`config.mk`:
```
export PLATFORM = sky130hd
export DESIGN_NAME = hue_anim_gen_flat
export DESIGN_NICKNAME = d
export VERILOG_FILES = /design/src/rtl/hue_anim_gen_pkg.sv /design/src/rtl/hue_anim_gen_if.sv /design/src/rtl/hue_anim_gen_step_unit.sv /design/src/rtl/hue_anim_gen.sv /design/src/flat_wrapper.sv
export SDC_FILE = /design/constraint.sdc
export NUM_CORES = 1
export LEC_CHECK = 0
export CORE_ASPECT_RATIO = 0.5
export CORE_MARGIN = 1
export CORE_UTILIZATION = 25
export DETAILED_ROUTE_END_ITERATION = 8
export HOLD_SLACK_MARGIN = 0.12
export PLACE_DENSITY = 0.48
export SLEW_MARGIN = 5
export SYNTH_ARGS = -nofsm -noshare
export SYNTH_HDL_FRONTEND = slang
export SYNTH_SLANG_ARGS = --single-unit
```
`constraint.sdc`:
```
create_clock -name clk -period 3.05 [get_ports clk]
set_input_delay 0.61 -clock clk [delete_from_list [all_inputs] [get_ports clk]]
set_output_delay 0.61 -clock clk [all_outputs]
set_load 0.01 [all_outputs]
```
`src/rtl/hue_anim_gen_pkg.sv`:
```
// Shared encodings for the animated hue source: sweep modes, burst FSM states
// and the half-turn hue offset used by the hit flash.
package hue_pkg;

  typedef enum logic [1:0] {
    MODE_HOLD     = 2'd0,
    MODE_UP       = 2'd1,
    MODE_DOWN     = 2'd2,
    MODE_PINGPONG = 2'd3
  } hue_mode_e;

  typedef enum logic {
    ST_IDLE  = 1'b0,
    ST_BURST = 1'b1
  } hue_state_e;

  localparam logic [7:0] HUE_HALF = 8'd128;

endpackage

```
`src/rtl/hue_anim_gen_if.sv`:
```
// Pixel request/response bundle between the raster scanner and the hue source.
// Handshake: pix_valid qualifies pixel_x/x_spread in the cycle it is high; there is
// no ready (the source always accepts), and hue_valid is pix_valid delayed by one clock
// with hue carrying the result for that request in the same cycle as hue_valid.
interface hue_anim_gen_if #(
    parameter int X_W = 7
);
    logic           pix_valid;
    logic [X_W-1:0] pixel_x;
    logic [2:0]     x_spread;
    logic [7:0]     hue;
    logic           hue_valid;

    modport master (
        output pix_valid,
        output pixel_x,
        output x_spread,
        input  hue,
        input  hue_valid
    );

    modport slave (
        input  pix_valid,
        input  pixel_x,
        input  x_spread,
        output hue,
        output hue_valid
    );
endinterface

```
`src/rtl/hue_anim_gen_step_unit.sv`:
```
// Combinational next-base / next-direction for one animation step, including the
// saturating ping-pong bounce at 0 and 255.
module hue_step_unit
    import hue_pkg::*;
(
    input  logic [7:0] base,
    input  logic       dir_down,
    input  logic [1:0] mode,
    input  logic [7:0] step_size,
    output logic [7:0] next_base,
    output logic       next_dir_down
);

    logic [8:0] sum9;

    always_comb begin
        next_base     = base;
        next_dir_down = dir_down;
        sum9          = {1'b0, base} + {1'b0, step_size};
        case (mode)
            MODE_UP:   next_base = base + step_size;
            MODE_DOWN: next_base = base - step_size;
            MODE_PINGPONG: begin
                // A zero step must not bounce off an endpoint it is already sitting on.
                if (step_size != 8'd0) begin
                    if (!dir_down) begin
                        if (sum9 >= 9'd255) begin
                            next_base     = 8'd255;
                            next_dir_down = 1'b1;
                        end else begin
                            next_base = sum9[7:0];
                        end
                    end else begin
                        if (base <= step_size) begin
                            next_base     = 8'd0;
                            next_dir_down = 1'b0;
                        end else begin
                            next_base = base - step_size;
                        end
                    end
                end
            end
            default: next_base = base;
        endcase
    end

endmodule

```
`src/rtl/hue_anim_gen.sv`:
```
// Animated hue source: per-frame base hue (hold/sweep/ping-pong) with a hit-flash
// burst, plus a registered per-pixel rainbow offset.
module hue_anim_gen
    import hue_pkg::*;
#(
    parameter int X_W     = 7,
    parameter int DIV_W   = 4,
    parameter int BURST_W = 8
) (
    input  logic               clk,
    input  logic               reset,
    input  logic               frame_tick,
    input  logic               en,
    input  logic [1:0]         mode,
    input  logic [DIV_W-1:0]   speed_div,
    input  logic [7:0]         step_size,
    input  logic               burst_start,
    input  logic [BURST_W-1:0] burst_len,
    hue_anim_gen_if.slave      pix,
    output logic [7:0]         base_hue,
    output logic               busy,
    output hue_state_e         state_dbg
);

    hue_state_e         state_q;
    logic [7:0]         base_q;
    logic [7:0]         saved_q;
    logic               dir_down_q;
    logic [DIV_W-1:0]   frame_cnt_q;
    logic [BURST_W-1:0] remaining_q;

    logic [7:0]         step_base;
    logic               step_dir_down;
    logic               burst_go;
    logic [X_W+6:0]     x_offset;

    hue_step_unit u_step (
        .base          (base_q),
        .dir_down      (dir_down_q),
        .mode          (mode),
        .step_size     (step_size),
        .next_base     (step_base),
        .next_dir_down (step_dir_down)
    );

    assign burst_go  = burst_start && (burst_len != '0);
    assign x_offset  = {7'd0, pix.pixel_x} << pix.x_spread;
    assign base_hue  = base_q;
    assign state_dbg = state_q;

    always_ff @(posedge clk) begin
        if (reset) begin
            state_q     <= ST_IDLE;
            base_q      <= 8'd0;
            saved_q     <= 8'd0;
            dir_down_q  <= 1'b0;
            frame_cnt_q <= '0;
            remaining_q <= '0;
            busy        <= 1'b0;
        end else begin
            case (state_q)
                ST_IDLE: begin
                    // A burst request wins over a coincident frame tick; that step is dropped.
                    if (burst_go) begin
                        saved_q     <= base_q;
                        remaining_q <= burst_len;
                        state_q     <= ST_BURST;
                        busy        <= 1'b1;
                    end else if (frame_tick && en) begin
                        if (frame_cnt_q == speed_div) begin
                            frame_cnt_q <= '0;
                            base_q      <= step_base;
                            dir_down_q  <= step_dir_down;
                        end else begin
                            frame_cnt_q <= frame_cnt_q + 1'b1;
                        end
                    end
                end
                ST_BURST: begin
                    // burst_len ticks show the flash pattern; the following tick restores.
                    if (frame_tick) begin
                        if (remaining_q == '0) begin
                            base_q  <= saved_q;
                            state_q <= ST_IDLE;
                            busy    <= 1'b0;
                        end else begin
                            base_q      <= base_q + HUE_HALF;
                            remaining_q <= remaining_q - 1'b1;
                        end
                    end
                end
                default: state_q <= ST_IDLE;
            endcase
        end
    end

    always_ff @(posedge clk) begin
        if (reset) begin
            pix.hue       <= 8'd0;
            pix.hue_valid <= 1'b0;
        end else begin
            pix.hue       <= base_q + x_offset[7:0];
            pix.hue_valid <= pix.pix_valid;
        end
    end

endmodule

```
`src/flat_wrapper.sv`:
```
// flat-port wrapper written by rule: the top's interface ports become plain ports
module hue_anim_gen_flat import hue_pkg::*;
#(
    parameter int X_W     = 7,
    parameter int DIV_W   = 4,
    parameter int BURST_W = 8
)
  (clk, reset, frame_tick, en, mode, speed_div, step_size, burst_start, burst_len, base_hue, busy, state_dbg, pix_pix_valid, pix_pixel_x, pix_x_spread, pix_hue, pix_hue_valid);
  hue_anim_gen_if #(.X_W(X_W)) pix_i ();
  input  logic clk;
  input  logic reset;
  input  logic frame_tick;
  input  logic en;
  input  logic [1:0] mode;
  input  logic [DIV_W-1:0] speed_div;
  input  logic [7:0] step_size;
  input  logic burst_start;
  input  logic [BURST_W-1:0] burst_len;
  output logic [7:0] base_hue;
  output logic busy;
  output hue_state_e state_dbg;
  input wire logic [$bits(pix_i.pix_valid)-1:0] pix_pix_valid;
  input wire logic [$bits(pix_i.pixel_x)-1:0] pix_pixel_x;
  input wire logic [$bits(pix_i.x_spread)-1:0] pix_x_spread;
  output wire logic [$bits(pix_i.hue)-1:0] pix_hue;
  output wire logic [$bits(pix_i.hue_valid)-1:0] pix_hue_valid;
  assign pix_i.pix_valid = pix_pix_valid;
  assign pix_i.pixel_x = pix_pixel_x;
  assign pix_i.x_spread = pix_x_spread;
  assign pix_hue = pix_i.hue;
  assign pix_hue_valid = pix_i.hue_valid;
  hue_anim_gen #(.X_W(X_W), .DIV_W(DIV_W), .BURST_W(BURST_W)) u_core (.clk(clk), .reset(reset), .frame_tick(frame_tick), .en(en), .mode(mode), .speed_div(speed_div), .step_size(step_size), .burst_start(burst_start), .burst_len(burst_len), .pix(pix_i), .base_hue(base_hue), .busy(busy), .state_dbg(state_dbg));
endmodule
```
# Yosys cells after proc, flatten, opt, wreduce, memory -nomap -nowiden
# Cells that the tools add are included.
[word_totals] ff_bits=40 in_bits=38
[op_classes] n_reduce_logical=11 n_bitwise=2 mux=27 magnitude_cmp=2 n_shift=1 n_addsub=7 eq_ne=13
[op_table] op="$mux W8" count=12
[op_table] op="$pmux W8 S2" count=2
[op_table] op="$pmux W8 S3" count=1
[op_table] op="$add A8 B8 Y8" count=2
[op_table] op="$reduce_bool A8 Y1" count=2
[op_table] op="$reduce_and A6 Y1" count=2
[op_table] op="$add A8 B8 Y9" count=1
[op_table] op="$ge A9 B8 Y1 const B" count=1
[op_table] op="$mux W1" count=9
[op_table] op="$reduce_and A3 Y1" count=3
[op_table] op="$add A8 B8 Y8 const B" count=1
[op_table] op="$le A8 B8 Y1" count=1
[op_table] op="$logic_not A8 Y1" count=1
[op_table] op="$ne A2 B2 Y1 const B" count=4
[op_table] op="$shl A7 B3 Y8" count=1
[op_table] op="$sub A8 B1 Y8 const B" count=1
[op_table] op="$sub A8 B8 Y8" count=1
[op_table] op="$ne A2 B1 Y1 const B" count=3
[op_table] op="$add A4 B1 Y4 const B" count=1
[op_table] op="$eq A2 B2 Y1 const B" count=2
[op_table] op="$eq A4 B4 Y1" count=1
[op_table] op="$mux W4" count=1
[op_table] op="$ne A4 B4 Y1 const B" count=1
[op_table] op="$pmux W1 S2" count=2
[op_table] op="5 further kinds" count=7

# Logic depth before layout (Yosys ltp)
[logic_depth] word_depth=10 ltp_mapped=13 ltp_nobuf=12

# Hierarchy
# Synthesis repeated with hierarchy kept, for this count alone.
[unflattened] hier_cells=466 area_unflattened_um2=3723.6
[by_module_without_submodules] mod="hue_anim_gen" cells_each=269 seq_area_each_um2=800.8 n_inst=1 area_each_um2=2362.3
[by_module_without_submodules] mod="hue_step_unit" cells_each=197 seq_area_each_um2=0.0 n_inst=1 area_each_um2=1361.3

# Least setup slack after synthesis
# Ideal clock, no wire load.
[synth_timing] path_type="input port to flip-flop" startpoint="in pix_x_spread[0]" endpoint="reg u_core.pix.hue[7]" path_buffers=1 slack_ns=0.170 required_ns=2.922 arrival_ns=2.752 setup_ns=0.128 stages=12 cell_sequence="clkbuf_1 mux2i_1 or3_1 inv_1 ha_1 a21o_1 a21oi_1 nor2b_1 o21a_1 o41ai_1 xnor2_1 nor2_1"
[synth_via] elab_chain_len=2
[synth_rtl] element="start, declared" line_no="flat_wrapper.sv:24" rtl="input wire logic [$bits(pix_i.x_spread)-1:0] pix_x_spread;"
[synth_rtl] element="$shl A7 B3 Y8" line_no="hue_anim_gen.sv:47" rtl="assign x_offset = {7'd0, pix.pixel_x} << pix.x_spread;"
[synth_rtl] element="$add A8 B8 Y8" line_no="hue_anim_gen.sv:102" rtl="pix.hue <= base_q + x_offset[7:0];"
[synth_rtl] element="end signal, assigned" line_no="hue_anim_gen.sv:102"
[synth_rtl] element="end, declared" line_no="hue_anim_gen_if.sv:26" rtl="output hue,"
# No other way between the ends.
# A chain may end at the register's enable or synchronous reset.

# Worst setup path after layout
[layout_timing] startpoint="in step_size[4]" endpoint="reg u_core.dir_down_q"
[layout_via] elab_chain_len=4 elab_cells_between_ends=8 classes_between="add/sub: 1; order compare: 2; mux: 3; reduce/logical: 2"
[layout_rtl] element="start, declared" line_no="flat_wrapper.sv:16" rtl="input logic [7:0] step_size;"
[layout_rtl] element="$add A8 B8 Y9" line_no="hue_anim_gen_step_unit.sv:19" rtl="sum9 = {1'b0, base} + {1'b0, step_size};"
[layout_rtl] element="$ge A9 B8 Y1" line_no="hue_anim_gen_step_unit.sv:27" rtl="if (sum9 >= 9'd255) begin"
[layout_rtl] element="$mux W1" line_no="hue_anim_gen_step_unit.sv:27"
[layout_rtl] element="$mux W1" line_no="hue_anim_gen_step_unit.sv:26" rtl="if (!dir_down) begin"
[layout_rtl] element="end signal, assigned" line_no="hue_anim_gen.sv:73" rtl="dir_down_q <= step_dir_down;"
[layout_rtl] element="end, declared" line_no="hue_anim_gen.sv:28" rtl="logic dir_down_q;"
# Several ways; a longest one is shown, not always the timed one.

==> out/results.md <==
* 0.00671 ns — final setup skew
* 0.29 ns — worst skew pair latency
* register to register — worst min path class
* 6 — maximum fanout along the worst path
* 0.00336 sq mm — synthesized cell area
* 22.2% — fraction of layout cells with a size suffix above 1
* dfxtp_1 — commonest register cell after synthesis
* 166 microns — Chip Width
* 0% — asr flop ratio synth
* 3.16 ns — arrival time at the worst endpoint
* 0.00252 sq mm — area used by multi-input combinational logic
* 16.0% — gr usage total
* 0 — total global routing overflow
* 0.00215 uW — leak pwr
* 411 mW/mm^2 — pwr dens
* 7.74 sq um — per-instance average area after synthesis
* 0 — final antenna diode count
* 0.916 — global placer's final weighted congestion
* 0 — synthesis warning total
* 218 uV — maximum vdd drop
* 0 — Final ANT Viol Nets
* 61 — count of unique library cells instantiated by Yosys
* 10800 microns — final wirelength
* -0.401 ns — worst setup timing slack at the placement stage
* input pin to register — Critical Setup Path Class
* clkdlybuf4s50_1 — master of the slowest instance on the critical path
* 1330 uW — internal power
* 3389 — via count of the first global-routing pass
* 0 — number of pins with negative max-slew slack in the final report
* 4.81 — via count normalized by instance count
* 26.1% — initial cell density of the core
* 4 — post-route DRC violation count
* 59.7% — Slew HR
* 0 — number of maximum-capacitance violations
* 29 — row cnt
* no — setup repair after global routing missed its margin
* buf_4 — commonest non-fill, non-tap cell in the layout
* 26.4% — part of the total power dissipated in the clock network
* 434 — gate count of the mapped netlist
* 1343 — fillers
* built — clock tree from TritonCTS
* 3.28 ns — worst endpoint required time
* clkdlybuf4s50_1 -> inv_1 -> ha_4 -> buf_6 -> inv_1 -> a21oi_2 -> a31oi_2 -> xor2_1 -> buf_4 -> o41ai_4 -> or3b_4 -> a21oi_2 — Cell Chain, Critical Path
* 47.3% — area added between synthesis and finish
* 30.3% — sequential share of power
* 0 — initial antenna violation count
* 40 — # clock sinks
* DRC — violations in the final reports
* 0 — count of final setup violators
* 626 — Nets
* clkbuf_16 — clock root buffer
* register — nature of the critical path endpoint
* 0.48 ns — delay of the slowest cell on the worst path
* 34.6% — switching share of power
* 38.4% — utilization after layout
* 23.8% — Seq/Total Area, Yosys
* 8480 microns — DP Wirelength
* 96.3% — part of the cycle the worst path needs
* 40 — #FFs+latches synth
* 0.06 ns — clock-pin slew reported for the worst setup and hold paths after clock tree synthesis
* 84.0 microns — height of the die
* 34 — pin count of the biggest net entering global routing
* 0.111 ns — final worst-path setup slack
* 2.94 ns — post-layout minimum cycle time
* 56 — quantity of I/O buffers inserted on ports
* 57 — count of boundary I/O pins
* 0 — count of flip-flops with a built-in enable after synthesis
* 2 — number of levels in the clock H-tree
* 503 — Post-Synthesis Net Count
* 220 — DR iter-0 viols
* 2 — maximum count of clock buffers along a single path
* 0.0139 sq mm — DIE AREA
* 3504 — Via Count
* 0 — total count of hold-check failures in the final report
* 0.31 ns — setup slack of the worst register-to-register path
* 43.4% — Comb power frac
* 705 uW — switching power of the nets
* 0.340 GHz — Fmax achieved
* 801 sq um — Reg area
* 0.599 ns — Worst-Margin Slew
* input pin — launching element type of the critical path
* 14.8 microns — Routed WL per cell
* 17500 microns — global-route wire length before repair
* 78 x buf_4, 57 x nor2_1, 51 x clkdlybuf4s50_1 — commonest non-fill, non-tap cells in the layout
* 5 — number of CTS-inserted buffers
* 6 — DRT Pass-1 Iters
* 0.0129 sq mm — placeable core region
* finished, violations left — status
[kinds of logic (layout without fill, tap and decap cells)]
kind of cell / count (synthesis) / after routing / synth area share (%)
DFF: 40 / 40 / 23.8
and+or+nand+nor: 157 / 157 / 22.7
xor gates and xnor gates: 24 / 24 / 6.26
AOI/OAI and AO/OA: 118 / 118 / 24.0
muxes: 18 / 18 / 5.47
buffers and inverters: 46 / 170 / 5.47
adders and majority gates: 31 / 31 / 12.2
[layout make-up]
cell class                      instances  area share (%)
Sequential cell                        40            16.2
Tap cell                              170            4.30
Clock buffer                            8            2.96
Timing Repair Buffer                  136            23.7
Inverter                               26            1.97
Multi-Input combinational cell        348            50.9
[power groups by stage]
stage	registers [uW]	logic (uW)	clock network, uW
CTS	614	858	554
finish	616	883	537
global route	623	977	581
detailed placement	625	826	0
floorplan	629	466	0
global placement	625	833	0
[stage by stage]
step | std cells | instance area [sq um] | total power (uW) | setup TNS (ns) | hold WS (ns)
6_report | 728 | 4950 | 2040 | 0 | 0.488
5_1_grt | 728 | 4950 | 2180 | 0 | 0.519
4_1_cts | 727 | 4840 | 2030 | 0 | 0.495
3_5_place_dp | 714 | 4600 | 1450 | -3.22 | 0.481
3_3_place_gp | 714 | 4600 | 1460 | -2.99 | 0.474
2_1_floorplan | 434 | 3360 | 1100 | 0 | 0.455
[final timing paths]
kind | start | to | depth (start not counted)
worst max-delay path | step_size[4] | u_core.dir_down_q$_SDFFE_PP0P_ | 12
worst min-delay path | u_core.busy$_SDFFE_PP0P_ | u_core.busy$_SDFFE_PP0P_ | 2
worst max register to register | u_core.base_hue[1]$_SDFFE_PP0P_ | u_core.dir_down_q$_SDFFE_PP0P_ | 9
worst min register to register | u_core.busy$_SDFFE_PP0P_ | u_core.busy$_SDFFE_PP0P_ | 2
[registers in the layout, summed over array words and instances (netlist names), 4 cells and up]
signal and flops:
u_core.frame_cnt_q 4, u_core.remaining_q 8, u_core.base_hue 8, u_core.pix.hue 8
u_core.saved_q 8
[worst max-delay path, delay by kind of cell]
kind / cells / cell delay [ns]
buf+inv: 5 / 0.90
compound gates: 4 / 0.76
fa+ha+maj: 1 / 0.30
simple gates: 1 / 0.42
xor+xnor: 1 / 0.17
[layer usage]
metal	global-route usage [%]	wire [microns]
met5	0	0
met4	3.74	125
met3	2.84	444
met2	23.7	4250
met1	23.6	5940
[timing repair]
action                                  4_1_cts  5_1_grt
endpoints found under the setup margin        6        9
resized for setup                            11       22
buffers inserted                              5        1
pin swaps                                     8        7
hold buffers                                  0        0
[cells in the mapped netlist (4+ instances only)]
cell type | number | share of area (%)
nor2_1 | 57 | 6.4
nand2_1 | 41 | 4.6
dfxtp_1 | 40 | 24
a21oi_1 | 30 | 4.5
o21ai_0 | 29 | 4.3
ha_1 | 28 | 10
inv_1 | 26 | 2.9
xnor2_1 | 16 | 4.2
clkbuf_1 | 15 | 1.7
mux2i_1 | 15 | 4.5
nand2b_1 | 11 | 2.0
nor2b_1 | 9 | 1.7
nor3_1 | 8 | 1.2
xor2_1 | 8 | 2.1
nand3_1 | 7 | 1.0
a211oi_1 | 5 | 1.1
a21o_1 | 5 | 1.1
a221oi_1 | 4 | 1.0
o22ai_1 | 4 | 0.74
or3_1 | 4 | 0.74
Note: power is estimated with default switching activity, not from simulation.
